### src/rtl/brus16_video_pkg.sv
// Shared video constants for the rectangle renderer: default raster timing,
// rectangle table layout, the colour-key value and the fetch FSM states.
package brus16_video_pkg;

   localparam int H_DISPLAY  = 640;
   localparam int H_MAX      = 799;
   localparam int V_MAX      = 524;

   localparam int RECT_WORDS = 5;

   localparam logic [2:0] FLD_X     = 3'd0;
   localparam logic [2:0] FLD_Y     = 3'd1;
   localparam logic [2:0] FLD_W     = 3'd2;
   localparam logic [2:0] FLD_H     = 3'd3;
   localparam logic [2:0] FLD_COLOR = 3'd4;

   localparam logic [15:0] COLOR_KEY = 16'hF81F;

   typedef enum logic [1:0] {
      ST_IDLE  = 2'd0,
      ST_ISSUE = 2'd1,
      ST_DRAIN = 2'd2
   } fetch_state_t;

endpackage

### src/rtl/rect_slot.sv
// One active rectangle slot: holds the entry used for the current line and
// reports whether the current pixel column falls inside it.
module rect_slot
(
   input  logic        clk,
   input  logic        reset,
   input  logic        load,
   input  logic        valid_in,
   input  logic [15:0] x_in,
   input  logic [16:0] end_in,
   input  logic [15:0] color_in,
   input  logic [9:0]  hpos,
   output logic        hit,
   output logic [15:0] color
);

   import brus16_video_pkg::*;

   logic        valid_q;
   logic [15:0] x_q;
   logic [16:0] end_q;
   logic [16:0] hpos_ext;

   // Copy the shadow entry in at the end of each line; reset only drops valid.
   always_ff @(posedge clk) begin
      if (reset) begin
         valid_q <= 1'b0;
      end else if (load) begin
         valid_q <= valid_in;
         x_q     <= x_in;
         end_q   <= end_in;
         color   <= color_in;
      end
   end

   // 17-bit compare so that x + w never wraps back into the visible area.
   always_comb begin
      hpos_ext = {7'd0, hpos};
      hit      = valid_q && (hpos_ext >= {1'b0, x_q}) && (hpos_ext < end_q);
   end

endmodule

### src/rtl/rect_renderer.sv
// Rectangle renderer: fetches the rectangle table during horizontal blanking,
// keeps the entries covering the next line in shadow slots, swaps them into
// the active slots at end of line and outputs a registered RGB565 pixel.
// Optional feature macro: RENDER_COLORKEY_EN (entries coloured 16'hF81F are
// treated as transparent).
//
// state    | meaning
// ST_IDLE  | waiting for hpos == H_DISPLAY to start the table fetch
// ST_ISSUE | issuing one read per cycle across the whole table
// ST_DRAIN | waiting one cycle for the final word to be captured
module rect_renderer
#(
   parameter int          RECT_COUNT = 16,
   parameter logic [15:0] RECT_BASE  = 16'h0000,
   parameter int          H_DISPLAY  = brus16_video_pkg::H_DISPLAY,
   parameter int          H_MAX      = brus16_video_pkg::H_MAX,
   parameter int          V_MAX      = brus16_video_pkg::V_MAX
)
(
   input  logic        clk,
   input  logic        reset,
   input  logic [9:0]  hpos,
   input  logic [9:0]  vpos,
   input  logic        display_on,
   input  logic [15:0] bg_color,
   output logic        mem_rd_en,
   output logic [15:0] mem_addr,
   input  logic [15:0] mem_data,
   output logic [15:0] rgb
);

   import brus16_video_pkg::*;

   localparam int TOTAL_WORDS = RECT_WORDS * RECT_COUNT;
   localparam int CNT_W       = (TOTAL_WORDS > 1) ? $clog2(TOTAL_WORDS) : 1;
   localparam int IDX_W       = (RECT_COUNT > 1) ? $clog2(RECT_COUNT) : 1;

   localparam logic [9:0] HPOS_FETCH = 10'(H_DISPLAY);
   localparam logic [9:0] HPOS_SWAP  = 10'(H_MAX);
   localparam logic [9:0] VPOS_LAST  = 10'(V_MAX);

   fetch_state_t     state;
   logic [CNT_W-1:0] issue_left;
   logic [2:0]       iss_word;
   logic [IDX_W-1:0] iss_entry;
   logic [9:0]       next_line;

   logic             cap_en;
   logic [2:0]       cap_word;
   logic [IDX_W-1:0] cap_entry;

   logic [15:0]      stage_x;
   logic [15:0]      stage_y;
   logic [15:0]      stage_w;
   logic [15:0]      stage_h;

   logic             cap_valid;
   logic [16:0]      cap_end;

   logic             shadow_valid [RECT_COUNT];
   logic [15:0]      shadow_x     [RECT_COUNT];
   logic [16:0]      shadow_end   [RECT_COUNT];
   logic [15:0]      shadow_color [RECT_COUNT];

   logic             swap;
   logic [RECT_COUNT-1:0] slot_hit;
   logic [15:0]      slot_color [RECT_COUNT];

   logic             any_hit;
   logic [15:0]      win_color;

   // Fetch sequencer: issue_left counts down to terminal count zero on the last read.
   always_ff @(posedge clk) begin
      if (reset) begin
         state      <= ST_IDLE;
         mem_rd_en  <= 1'b0;
         mem_addr   <= 16'h0000;
         issue_left <= '0;
         iss_word   <= 3'd0;
         iss_entry  <= '0;
         next_line  <= 10'd0;
      end else begin
         case (state)
            ST_IDLE: begin
               if (hpos == HPOS_FETCH) begin
                  state      <= ST_ISSUE;
                  mem_rd_en  <= 1'b1;
                  mem_addr   <= RECT_BASE;
                  issue_left <= CNT_W'(TOTAL_WORDS - 1);
                  iss_word   <= FLD_X;
                  iss_entry  <= '0;
                  next_line  <= (vpos == VPOS_LAST) ? 10'd0 : vpos + 10'd1;
               end
            end
            ST_ISSUE: begin
               if (issue_left == '0) begin
                  state     <= ST_DRAIN;
                  mem_rd_en <= 1'b0;
               end else begin
                  mem_addr   <= mem_addr + 16'd1;
                  issue_left <= issue_left - CNT_W'(1);
                  if (iss_word == FLD_COLOR) begin
                     iss_word  <= FLD_X;
                     iss_entry <= iss_entry + IDX_W'(1);
                  end else begin
                     iss_word <= iss_word + 3'd1;
                  end
               end
            end
            ST_DRAIN: begin
               state <= ST_IDLE;
            end
            default: begin
               state     <= ST_IDLE;
               mem_rd_en <= 1'b0;
            end
         endcase
      end
   end

   // Read data lags the strobe by one cycle, so the word tag travels with it.
   always_ff @(posedge clk) begin
      if (reset) begin
         cap_en    <= 1'b0;
         cap_word  <= 3'd0;
         cap_entry <= '0;
      end else begin
         cap_en    <= mem_rd_en;
         cap_word  <= iss_word;
         cap_entry <= iss_entry;
      end
   end

   // Coverage test for the entry whose colour word is arriving now.
   always_comb begin
      logic [16:0] y_top;
      logic [16:0] y_bot;
      logic [16:0] line_ext;
      y_top     = {1'b0, stage_y};
      y_bot     = {1'b0, stage_y} + {1'b0, stage_h};
      line_ext  = {7'd0, next_line};
      cap_end   = {1'b0, stage_x} + {1'b0, stage_w};
      cap_valid = (stage_w != 16'd0) && (stage_h != 16'd0) &&
                  (y_top <= line_ext) && (line_ext < y_bot);
`ifdef RENDER_COLORKEY_EN
      if (mem_data == COLOR_KEY) begin
         cap_valid = 1'b0;
      end
`endif
   end

   // Staging of x/y/w/h, and shadow slot write when the colour word lands.
   always_ff @(posedge clk) begin
      if (reset) begin
         for (int i = 0; i < RECT_COUNT; i++) begin
            shadow_valid[i] <= 1'b0;
         end
      end else if (cap_en) begin
         case (cap_word)
            FLD_X: stage_x <= mem_data;
            FLD_Y: stage_y <= mem_data;
            FLD_W: stage_w <= mem_data;
            FLD_H: stage_h <= mem_data;
            FLD_COLOR: begin
               shadow_valid[cap_entry] <= cap_valid;
               shadow_x[cap_entry]     <= stage_x;
               shadow_end[cap_entry]   <= cap_end;
               shadow_color[cap_entry] <= mem_data;
            end
            default: ;
         endcase
      end
   end

   assign swap = (hpos == HPOS_SWAP);

   for (genvar g = 0; g < RECT_COUNT; g++) begin : g_slot
      rect_slot u_slot (
         .clk      (clk),
         .reset    (reset),
         .load     (swap),
         .valid_in (shadow_valid[g]),
         .x_in     (shadow_x[g]),
         .end_in   (shadow_end[g]),
         .color_in (shadow_color[g]),
         .hpos     (hpos),
         .hit      (slot_hit[g]),
         .color    (slot_color[g])
      );
   end

   // Priority mux: scanning upward lets the highest-index hit win.
   always_comb begin
      any_hit   = 1'b0;
      win_color = 16'h0000;
      for (int i = 0; i < RECT_COUNT; i++) begin
         if (slot_hit[i]) begin
            any_hit   = 1'b1;
            win_color = slot_color[i];
         end
      end
   end

   // Registered pixel output; black outside the visible area.
   always_ff @(posedge clk) begin
      if (reset) begin
         rgb <= 16'h0000;
      end else if (display_on) begin
         rgb <= any_hit ? win_color : bg_color;
      end else begin
         rgb <= 16'h0000;
      end
   end

endmodule

### config.mk
export PLATFORM = sky130hd
export DESIGN_NAME = rect_renderer
export DESIGN_NICKNAME = d
export VERILOG_FILES = /design/src/rtl/brus16_video_pkg.sv /design/src/rtl/rect_slot.sv /design/src/rtl/rect_renderer.sv
export SDC_FILE = /design/constraint.sdc
export NUM_CORES = 2
export LEC_CHECK = 0
export BUFFER_PORTS_ARGS = -buffer_cell sky130_fd_sc_hd__buf_2
export CORE_ASPECT_RATIO = 1.2
export CORE_MARGIN = 1
export CORE_UTILIZATION = 50
export CTS_CLUSTER_DIAMETER = 60
export DETAILED_ROUTE_END_ITERATION = 6
export GPL_TIMING_DRIVEN = 0
export MAX_ROUTING_LAYER = met4
export PLACE_DENSITY = 0.77
export SYNTH_ARGS = -nofsm -noshare
export SYNTH_HDL_FRONTEND = slang
export SYNTH_HIERARCHICAL = 1
export SYNTH_SLANG_ARGS = --single-unit
### constraint.sdc
create_clock -name clk -period 7.15 [get_ports clk]
set_input_delay 0.3575 -clock clk [delete_from_list [all_inputs] [get_ports clk]]
set_output_delay 0.3575 -clock clk [all_outputs]
set_load 0.02 [all_outputs]
* Word level (Yosys, flattened, before mapping)
Memory sizes are Yosys's and may differ from the RTL's. A register that Yosys moved wholly into a read port is not among the register bits.
Cells that the tools add are included.
Widths: inputs -> output; s select.
** Storage, ports and cells
- Register bits after elaboration :: 131
- Latch bits :: 0
- Bits in writable memories :: 800
- Memory bits (read-only) :: 0
- Input port bits :: 55
- Output and inout port bits :: 33
- Logic and storage cells :: 193
- Memories :: 4
** Memories
- shadow_end :: depth 16, width 17, read ports 16, clocked after Yosys merged registers in 16, wr ports 1, line rect_renderer.sv:62 : logic [16:0] shadow_end [RECT_COUNT];
- shadow_color :: depth 16, width 16, read ports 16, clocked after Yosys merged registers in 16, wr ports 1, line rect_renderer.sv:63 : logic [15:0] shadow_color [RECT_COUNT];
- shadow_x :: depth 16, width 16, read ports 16, clocked after Yosys merged registers in 16, wr ports 1, line rect_renderer.sv:61 : logic [15:0] shadow_x [RECT_COUNT];
- shadow_valid :: depth 16, width 1, read ports 16, clocked after Yosys merged registers in 16, wr ports 16, line rect_renderer.sv:60 : logic shadow_valid [RECT_COUNT];
** Operators by class
- $add $sub $neg :: 7
- Multiply operators :: 0
- Div/mod/pow operators :: 0
- $lt $le $gt $ge :: 34
- Equality and inequality tests :: 14
- Shift-type cells :: 0
- Muxes and demuxes :: 63
- Bitwise gates (word level) :: 3
- Reductions and logical operators :: 53
** Operators by type and width (number)
- $mux 16 :: 19
- $lt 10x17->1 :: 17
- $ge 10x16->1 :: 16
- $logic_and 1x1->1 :: 35
- $add 16x16->17 :: 2
- $pmux 16 s2 :: 1
- $reduce_bool 16->1 :: 2
- $eq 10x10->1 const B :: 3
- $mux 1 :: 26
- $reduce_and 3->1 :: 6
- $add 16x1->16 const B :: 1
- $le 16x10->1 :: 1
- $mux 4 :: 4
- $mux 7 :: 2
- $pmux 7 s2 :: 1
- $add 10x1->10 const B :: 1
- $mux 10 :: 1
- $mux 3 :: 3
- $ne 2x2->1 const B :: 4
- $pmux 4 s2 :: 1
- $logic_not 7->1 :: 1
- $sub 7x1->7 const B :: 1
- $eq 3x2->1 const B :: 2
- $eq 3x3->1 const B :: 2
- other kinds (17) :: 22

* Logic depth before layout (Yosys ltp)
- Depth after elaboration :: 20
- Depth in mapped cells :: 16

* Cells and area by module
Netlist, hierarchy kept.
** By module, submodules not included
- rect_renderer :: instances 1, cells an instance 1778, area each 32794.0 um2
- rect_slot :: instances 16, cells an instance 124, area each 2026.9 um2

* Worst setup path after synthesis
OpenSTA, ideal clock, no wires.
- Path kind :: input-to-reg
- Start :: in reset
- End :: mem shadow_valid[8], enable pin
- Setup time :: 0.307 ns
- Arrival time :: 4.837 ns
- Required time :: 6.843 ns
- Setup slack :: 2.006 ns
- Stages on the path :: 5
- Buffers on the path :: 0
- Path through :: nand2b_4 > nor4b_4 > nand3b_1 > nor3_1 > or2_2
** RTL lines
- start: declaration :: line rect_renderer.sv:21 : input logic reset,
- end: declaration :: line rect_renderer.sv:60

* Final worst setup path
- Start :: in hpos[5]
- End :: reg rgb[6]
** RTL lines
- start: declaration :: line rect_renderer.sv:22 : input logic [9:0] hpos,
- $ge 10x16->1 :: line rect_slot.sv:39 : hit = valid_q && (hpos_ext >= {1'b0, x_q}) && (hpos_ext < end_q);
- $logic_and 1x1->1 :: line rect_slot.sv:39
- $logic_and 1x1->1 (*) :: line rect_slot.sv:39
- net slot_hit[5] :: line rect_renderer.sv:66 : logic [RECT_COUNT-1:0] slot_hit;
- $mux 16 or $mux 1 (tied branches) (11 in series) :: line rect_renderer.sv:197 : if (slot_hit[i]) begin
- $mux 16 (*) :: line rect_renderer.sv:209 : rgb <= any_hit ? win_color : bg_color;
- end signal: assignment :: line rect_renderer.sv:209
- end: declaration :: line rect_renderer.sv:29 : output logic [15:0] rgb
The timed path passes the listed nets; every way through them passes the cells marked *.
A chain may end at the register's enable or synchronous reset.

==> reports/results.txt <==
Status -> finished, violations left
Failing checks -> DRC, capacitance limit, slew limit
Syn_area_per_cell -> 17.3 sq um
Core Region -> 129,000 sq um
Pwr dens -> 264 nW/um^2
Placed inst area -> 69,100 sq um
Crit path buffers/inverters -> 3
Clk_lat worst skew -> 810 ps
RSZ-0062 raised after global routing -> false
Root Driver -> clkbuf_16
Post-Syn Area -> 65,200 sq um
Worst Setup Start Kind -> input port
Lkg Pwr -> 25.9 nW
Min Tclk post-route -> 5540 ps
DRT iter0 DRCs -> 3,539
Grt ovf -> 0
DR vias -> 34,500
H-tree levels -> 4
First-pass iteration count of the detailed router -> 7
Syn Inst Count -> 3,762
Cell variety after synth -> 78
TritonCTS clock tree -> done
Layout cells sized above 1 -> 12.3%
Final worst path period share -> 77.5%
Die width -> 332 microns
Slowest-stage cell, CP -> nor3_1
DRC violation count after routing -> 1
Pins Over Slew Limit -> 37
Largest net degree at the start of global routing -> 37
IO Port Bufs -> 87
Die area -> 132,000 sq um
Slew HR -> -4.17%
Yosys Warn Count -> 6
Endpoints failing hold -> 0
I/O pins -> 88
Critical Path RT -> 7890 ps
Critical path's top delay family -> compound AO/OA/AOI/OAI gates
Final RePlAce weighted congestion -> 0.850
Maximum vdd drop -> 0.000325 V
Setup Crit Path Kind -> in2reg
# nets final -> 4,516
CP dominant cell by count -> clkbuf_1
WL/cell -> 25.2 microns
Worst min path class -> in2reg
Starting Density -> 50.6%
Die height -> 398 microns
Reg clk slew, reported paths -> 70 ps
Synth Register Bits -> 1,731
Dpl hpwl -> 91,900 microns
Cell row count -> 144
Wire length of the first global-routing pass -> 216,000 microns
Vias/cell -> 5.83
Final ANT Viol Nets -> 0
Max stage delay on crit path -> 1070 ps
Global-route total usage across every layer -> 23.3%
# clock sinks -> 1,731
CP Cell Sequence -> buf_2, ha_1, a41oi_1, nor2_1, a2111oi_0, a221oi_1, clkbuf_1, nor3_1, clkbuf_1, a21oi_1, o21ai_0, a31o_2
Post-synth EDFFs -> 1,648
Asr flop ratio synth -> 0%
Initial antenna violation count -> 7
CP Max Fanout -> 33
Synth Flop Type -> edfxtp_1
Vias in the first global route -> 34,900
Hold slack -> 58.8 ps
Final Setup Violations -> 0
Num CTS Buffers -> 152
Max-Cap Viols -> 2
CP endpoint kind -> flip-flop
Layout Skew -> 42.0 ps
Clock Tree Buf Depth -> 3
Syn_nets -> 4,182
Post-Layout Inst Area -> 74,600 sq um
Fmax -> 181 MHz
WP data arrival -> 6280 ps
Register area share after synthesis -> 78.4%
Final WL -> 149,000 microns
Slew @ Worst Pin -> 1560 ps
Area growth syn-to-layout -> 14.4%
==> through the flow <==
| stage | util, % | setup slack, ps | power, mW | instances | TNS, ps |
|---|---|---|---|---|---|
| after floorplan | - | 2010 | 11.3 | 3762 | 0 |
| after global placement | 52.6 | -1460 | 11.5 | 5528 | -1017470 |
| after detailed placement | 53.7 | 954 | 11.5 | 5590 | 0 |
| after CTS | 57.9 | 1710 | 19.7 | 5901 | 0 |
| after global routing | 57.9 | 1580 | 20.1 | 5906 | 0 |
| final | 57.9 | 1610 | 19.7 | 5910 | 0 |
==> registers in the layout (all words and copies together), names as in the netlist, 256 cells and up <==
name / count
g_slot.u_slot/x_q: 256
g_slot.u_slot/end_q: 272
shadow_x: 256
g_slot.u_slot/color: 256
shadow_color: 256
shadow_end: 272
==> worst paths after layout <==
path,to,slack (ps),cells past startpoint,start
worst max-delay path,rgb[6],1610,12,hpos[5]
worst min-delay path,shadow_color[2][15],60,1,mem_data[15]
worst max register to register,rgb[6],2040,12,g_slot[5].u_slot/x_q[7]
worst min register to register,g_slot[3].u_slot/x_q[7],400,0,shadow_x[3][7]
==> routing by layer <==
metal,vias to the layer above,GRT usage [%],part of all wire (%)
met4,0,12.3,5.0
met5,-,-,0
met2,1811,38.7,50
met1,17100,27.3,37
li1,15100,-,-
met3,412,3.93,8.5
==> cells in the mapped netlist (18+ instances only) <==
master,count,share of area (%)
a21oi_1,119,0.91
a2111oi_0,18,0.24
clkbuf_1,36,0.21
a221oi_1,34,0.46
nand2b_1,29,0.28
edfxtp_1,1648,76
nor2_1,180,1.0
nand3_1,50,0.38
a211oi_1,44,0.51
inv_1,348,2.0
a222oi_1,21,0.32
xnor2_1,25,0.34
dfxtp_1,83,2.5
nor3_1,78,0.60
ha_1,363,7.0
a22oi_1,29,0.33
o22ai_1,33,0.32
nor4_1,19,0.18
nor4b_1,30,0.40
o21ai_0,66,0.51
nand2_1,161,0.93
nor2b_1,66,0.63
o211ai_1,24,0.28
xor2_1,23,0.31
==> report_power, final <==
group / total [mW] / internal [mW] / switching (mW)
clock network: 8.36 / 4.67 / 3.69
registers: 11.0 / 11.0 / 0.00313
logic: 0.350 / 0.111 / 0.239
total: 19.7 / 15.7 / 3.94
==> cells by family (layout without fill, tap and decap cells) <==
kind of cell / count (synthesis) / after routing / share of synthesized area (%)
xor+xnor: 48 / 48 / 0.645
fa+ha+maj: 365 / 365 / 7.02
other cells: 0 / 5 / 0
compound gates: 500 / 500 / 5.37
mux: 17 / 17 / 0.261
flops: 1731 / 1731 / 78.4
simple gates: 706 / 706 / 5.98
buf+inv: 395 / 859 / 2.30
==> placed cells by master, fill, tap and decap left out, types with 16 or more instances in the layout <==
master and instances:
a2111oi_0 18, a211oi_1 44, a21oi_1 119, a221oi_1 32
a222oi_1 21, a22oi_1 29, a41oi_1 16, buf_12 29
buf_2 92, clkbuf_1 68, clkbuf_16 153, clkinv_1 23
clkinv_2 24, dfxtp_1 83, dlygate4sd3_1 27, edfxtp_1 1648
ha_1 362, inv_1 344, mux2i_1 17, nand2_1 161
nand2b_1 29, nand3_1 50, nor2_1 169, nor2b_1 50
nor2b_4 16, nor3_1 75, nor4_1 18, nor4_4 17
nor4b_1 30, o2111ai_1 17, o211ai_1 24, o21ai_0 65
o22ai_1 33, o31ai_1 17, or2_2 16, or4_4 17
xnor2_1 16, xor2_1 20
==> cell type report <==
cell class / count / area, sq um
Antenna cell: 5 / 12.5
Buffer: 46 / 190
Clock buffer: 195 / 4090
Clock inverter: 89 / 1070
Fill cell: 8771 / 54200
Inverter: 349 / 1310
Multi-Input combinational cell: 1636 / 12900
Sequential cell: 1731 / 51100
Tap cell: 1679 / 2100
Timing Repair Buffer: 180 / 1780
==> timing repair <==
action / 4_1_cts / 5_1_grt
resized for setup: 0 / 0
hold buffers: 27 / 0
buffers inserted: 0 / 0
hold endpoints to repair: 24 / 0
No activity file was read; power rests on OpenSTA's default activity.
